### src/rtl/fifo_pkg.sv
// Shared helpers for the single-clock FIFO: pointer wrap for arbitrary depths
// and the occupancy counter width.
package fifo_pkg;

  // Occupancy must represent 0..A_MAX, hence one bit more than the pointers.
  function automatic int cnt_width(input int a_width);
    return a_width + 1;
  endfunction

  // Wraps at depth-1 instead of relying on natural overflow, so depths that
  // are not a power of two work.
  function automatic int unsigned ptr_inc(input int unsigned ptr, input int unsigned depth);
    return (ptr == depth - 1) ? 0 : ptr + 1;
  endfunction

endpackage

### src/rtl/fifo_mem.sv
// Simple dual-port RAM: one write port, one registered read port with enable.
// Only the read register is reset; the array itself keeps its contents.
module fifo_mem #(
  parameter int D_WIDTH = 8,
  parameter int A_WIDTH = 5,
  parameter int A_MAX   = 32
) (
  input  logic               clk,
  input  logic               rst_n,
  input  logic               we,
  input  logic [A_WIDTH-1:0] waddr,
  input  logic [D_WIDTH-1:0] wdata,
  input  logic               re,
  input  logic [A_WIDTH-1:0] raddr,
  output logic [D_WIDTH-1:0] rdata
);

  logic [D_WIDTH-1:0] mem [A_MAX];

  always_ff @(posedge clk) begin
    if (we) mem[waddr] <= wdata;
  end

  always_ff @(posedge clk or negedge rst_n) begin
    if (!rst_n)  rdata <= '0;
    else if (re) rdata <= mem[raddr];
  end

endmodule

### src/rtl/sync_fifo.sv
// Single-clock FIFO with occupancy count, programmable almost flags, sticky
// overflow/underflow and synchronous flush. All outputs are registered.
module sync_fifo
  import fifo_pkg::*;
#(
  parameter int D_WIDTH  = 8,
  parameter int A_WIDTH  = 5,
  parameter int A_MAX    = 32,
  parameter int AF_LEVEL = A_MAX - 2,
  parameter int AE_LEVEL = 2
) (
  input  logic                 clk,
  input  logic                 rst_n,
  input  logic                 flush,
  input  logic                 write_enable,
  input  logic [D_WIDTH-1:0]   data_write,
  input  logic                 read_enable,
  output logic [D_WIDTH-1:0]   data_read,
  output logic                 read_valid,
  output logic [A_WIDTH:0]     count,
  output logic                 empty,
  output logic                 full,
  output logic                 almost_empty,
  output logic                 almost_full,
  output logic                 overflow,
  output logic                 underflow
);

  localparam int C_WIDTH = cnt_width(A_WIDTH);

  logic [A_WIDTH-1:0] wr_ptr, rd_ptr;
  logic               wr_acc, rd_acc;
  logic [C_WIDTH-1:0] count_next;

  // Handshake: there is no back-pressure signal. A request is accepted in the
  // cycle it is presented if the FIFO can take it (write: not full, or a read
  // is accepted alongside; read: not empty); otherwise it is dropped and the
  // matching sticky error flag is set. flush overrides both requests.
  assign rd_acc = read_enable && !empty && !flush;
  assign wr_acc = write_enable && (!full || rd_acc) && !flush;

  always_comb begin
    count_next = count;
    if (flush)                 count_next = '0;
    else if (wr_acc && !rd_acc) count_next = count + 1'b1;
    else if (rd_acc && !wr_acc) count_next = count - 1'b1;
  end

  fifo_mem #(
    .D_WIDTH (D_WIDTH),
    .A_WIDTH (A_WIDTH),
    .A_MAX   (A_MAX)
  ) u_mem (
    .clk   (clk),
    .rst_n (rst_n),
    .we    (wr_acc),
    .waddr (wr_ptr),
    .wdata (data_write),
    .re    (rd_acc),
    .raddr (rd_ptr),
    .rdata (data_read)
  );

  always_ff @(posedge clk or negedge rst_n) begin
    if (!rst_n) begin
      wr_ptr       <= '0;
      rd_ptr       <= '0;
      count        <= '0;
      read_valid   <= 1'b0;
      empty        <= 1'b1;
      full         <= 1'b0;
      almost_empty <= 1'b1;
      almost_full  <= (AF_LEVEL == 0);
      overflow     <= 1'b0;
      underflow    <= 1'b0;
    end else begin
      count        <= count_next;
      read_valid   <= rd_acc;
      // Flags follow the next count so they move on the same edge as count.
      empty        <= (count_next == '0);
      full         <= (count_next == C_WIDTH'(A_MAX));
      almost_empty <= (count_next <= C_WIDTH'(AE_LEVEL));
      almost_full  <= (count_next >= C_WIDTH'(AF_LEVEL));
      if (flush) begin
        wr_ptr    <= '0;
        rd_ptr    <= '0;
        overflow  <= 1'b0;
        underflow <= 1'b0;
      end else begin
        if (wr_acc) wr_ptr <= A_WIDTH'(ptr_inc(32'(wr_ptr), A_MAX));
        if (rd_acc) rd_ptr <= A_WIDTH'(ptr_inc(32'(rd_ptr), A_MAX));
        if (write_enable && !wr_acc) overflow  <= 1'b1;
        if (read_enable && !rd_acc)  underflow <= 1'b1;
      end
    end
  end

endmodule
### config.mk
export PLATFORM = sky130hd
export DESIGN_NAME = sync_fifo
export DESIGN_NICKNAME = d
export VERILOG_FILES = /design/src/rtl/fifo_pkg.sv /design/src/rtl/fifo_mem.sv /design/src/rtl/sync_fifo.sv
export SDC_FILE = /design/constraint.sdc
export NUM_CORES = 1
export LEC_CHECK = 0
export CORE_MARGIN = 2
export CORE_UTILIZATION = 25
export DETAILED_ROUTE_END_ITERATION = 10
export PLACE_DENSITY_LB_ADDON = 0.05
export SYNTH_ARGS = -nofsm -noshare
export SYNTH_HDL_FRONTEND = slang
export SYNTH_SLANG_ARGS = --single-unit
### constraint.sdc
create_clock -name clk -period 2.5 [get_ports clk]
set_input_delay 0.25 -clock clk [delete_from_list [all_inputs] [get_ports clk]]
set_output_delay 0.25 -clock clk [all_outputs]
set_load 0.05 [all_outputs]
==> results.cfg <==
[pwr]
seq_power_share = 0.452
clkPwrFrac = 0.384
cellPowerDensity_mw_per_mm2 = 855.6
power.static_leakage_nw = 4.707
power_mw = 12.31
net_switching_fraction_of_the_power = 0.2723
p_sw_mw = 3.353
ir_worst_vdd_mv = 0.4096
cell_internal_pwr_mw = 8.960
p_comb_frac = 0.163

[floorplan]
core_mm2 = 0.04636
fp.dieArea_mm2 = 0.04852
die_span_x_um = 220.3
row_count = 79
die-height_um = 220.3
initial_standard_cell_utilization_of_the_core = 0.2522
top_level_ports = 34

[detailed_routing]
initial_drc_count = 576
detail_route.wl_per_cell_um = 22.90
detail_route.drc_violations = 0
drt_pass1_iterations = 5
detailroute.via_count = 6545
totalWireLength_mm = 33.05
residual_antenna_violating_net_count_after_detailed_routing = 0
drt-vias-per-instance = 4.536

[cells_and_area]
final_net_count = 833
fill_cells = 4532
post_route_cells_drive_above_1_share = 0.2156
instances_no_fill = 1443
area_growth_syn_to_layout_pct = 23.07
finalInstanceArea_mm2 = 0.01439
postLayoutCoreUtil = 0.3104

[timing]
final_critical_path_setup_slack_ps = 176.8
setup_total_negative_slack_ps = 0
timing.fmax_mhz = 430.4
rsz_0062_raised_after_global_routing = false
max_slew.worst_pin.slew_ps = 772.7
hold_worst_slack_ps = 331.2
period_minus_slack_ps = 2323
final_number_of_setup_violating_endpoints = 0
timing.final.crit_share = 0.9293
finalClockSkew_ps = 12.88
final-hold-violation-count = 0
timing.max_slew.rel_slack = 0.4849
slew_violations = 0

[worst_setup_path]
worstSetupEndpointType = flop
crit_path_start = count[0]$_DFF_PN0_
cp.buffers_inverters = 2
cell_count_of_the_worst_reg_to_reg_path = 8
timing.reg2reg.setup_slack_ps = 180
crit_fanout = 5
critPathRequiredTime_ps = 2930
worstReg2RegEnd = almost_empty$_DFF_PN1_
cp-start-kind = flop
crit_family = simple AND/OR/NAND/NOR gates
worst_ep_arrival_time_ps = 2760
worst-path-stages = 8
worst_path_max_stage_delay_ps = 450
critical_path.endpoint = almost_empty$_DFF_PN1_
critPathSlowestCell = dfrtp_1
timing.setup.critical_path_class = reg2reg
r2r_start = count[0]$_DFF_PN0_
cpMostUsedCell = inv_1
worstPathCellList = inv_1, ha_1, and4bb_1, a21oi_1, mux2i_1, inv_1, or3_4, a2111oi_2

[logic_synthesis]
synth-async-reset-ratio = 0.1080
post_synth_main_area_contributors = edfxtp_1, mux4_2, dfrtp_1
synth_most_common_cell = edfxtp_1
synth.yosys.warnings = 0
postSynthRegisterBits = 287
post_synth_inst_count = 696
cell_taking_the_most_area_after_synthesis = edfxtp_1
yosysTopAreaCellShare = 0.6574
synth-edff-count = 256
synth.cell_area_mm2 = 0.01169
synth_cell_types = 54
yosysSeqAreaShare = 0.7239
synth.top_cells.by_count = edfxtp_1, mux2i_1, nor2_1
synth_ff_type = edfxtp_1
postSynthAreaPerCell_um2 = 16.80
postSynthNetCount = 718

[clock_tree]
tritoncts = yes
cts_max_level = 2
cts_made_buffers = 35
tritoncts_sinks = 287
cts_max_path_buffers = 3
insertion_delay_of_the_later_clocked_pin_in_the_worst_skew_pair_ps = 530
clk_pin_slew_worst_setup_hold_paths_ps = 60
cts.root.buffer_cell = clkbuf_16

[placement]
number_of_placed_cells_counting_well_taps = 1375
place_worst_setup_slack_ps = 45.10
place.detailed.hpwl_mm = 21.28
portBuffers = 33
gp_routability_congestion = 0.7739
detailed_place.area_mm2 = 0.01329

[flow_run]
cap_viol_max_count = 0

[grt]
grt_pass1_vias = 6688
antenna_found_initial = 0
grt_start_max_net_pins = 40
first_pass_grt_wire_length_mm = 47.88
globalRoute.totalOverflow = 0
grt_util_all_layers = 0.1402

[min_path]
worstHoldPathType = in2async

[run_status]
outcome = complete, no violations
[registers in the layout (all words and copies together) (netlist names), 5 cells and up]
register	count
u_mem.mem	256
u_mem.rdata	8
count	6
rd_ptr	5
wr_ptr	5
[final cells by class]
cell class                      count  area, um^2  share of cell area
Antenna cell                        1       2.502           0.0001739
Clock buffer                       50       974.7             0.06773
Clock inverter                     11       75.07            0.005216
Inverter                           10       37.54            0.002608
Multi-Input combinational cell    362        3003              0.2087
Sequential cell                   287        8471              0.5886
Tap cell                          607       759.5             0.05277
Timing Repair Buffer              115        1069             0.07425
[per-layer routing]
metal	vias up	share of wire	GRT usage
li1	2992	-	-
met4	0	0.022	0.04541
met3	44	0.040	0.02680
met2	140	0.48	0.2293
met5	-	0	0
met1	3369	0.46	0.1875
[worst min path at each step]
stage	from	end	slack [ps]	cells after the start
after detailed placement	rst_n	count[0]$_DFF_PN0_	370	1
after global placement	rst_n	full$_DFF_PN0_	380	1
after global routing	rst_n	count[0]$_DFF_PN0_	400	2
after floorplan	rst_n	almost_full$_DFF_PN0_	-50	0
final	rst_n	count[0]$_DFF_PN0_	330	2
after CTS	rst_n	full$_DFF_PN0_	330	2
[cells in the final DEF (no fill, tap or decap), types with 4 or more instances in the layout]
cell type	count
o22ai_1	16
buf_12	10
mux4_2	34
nor2_1	48
nand4_1	14
a21oi_1	16
clkdlybuf4s50_1	32
clkinv_1	4
edfxtp_1	256
clkinv_2	6
nand3_1	12
inv_1	10
a22oi_1	12
mux2i_1	66
ha_1	9
nand3b_1	5
nand2_1	41
clkbuf_1	13
and3_1	9
nor3_1	6
o21ai_0	13
clkbuf_16	37
a32oi_1	8
or3b_2	4
buf_4	71
nor2b_1	6
or3_1	6
dfrtp_1	27
[cell families after synthesis]
group           count (synthesis)  share of synthesized area
compound gates                 79                    0.04505
buf+inv                        47                    0.01926
fa+ha+maj                       9                   0.009630
simple gates                  170                    0.07651
xor+xnor                        1                  0.0007491
mux                           103                     0.1249
flops                         287                     0.7239
[power by group through the flow]
| stage | Sequential [mW] | Clock [mW] | Combinational (mW) |
|---|---|---|---|
| 3_5_place_dp | 5.67 | 0 | 2.06 |
| 4_1_cts | 5.58 | 4.92 | 2.07 |
| 6_report | 5.57 | 4.73 | 2.01 |
| 5_1_grt | 5.59 | 5.07 | 2.16 |
| 3_3_place_gp | 5.67 | 0 | 2.05 |
| 2_1_floorplan | 5.94 | 0 | 0.873 |
[repair_timing]
item	4_1_cts	5_1_grt
hold endpoints to repair	29	0
hold buffers	1	0
gates resized for setup	0	0
endpoints found under the setup margin	0	1
setup buffers	0	5
Note: power is estimated with default switching activity, not from simulation.
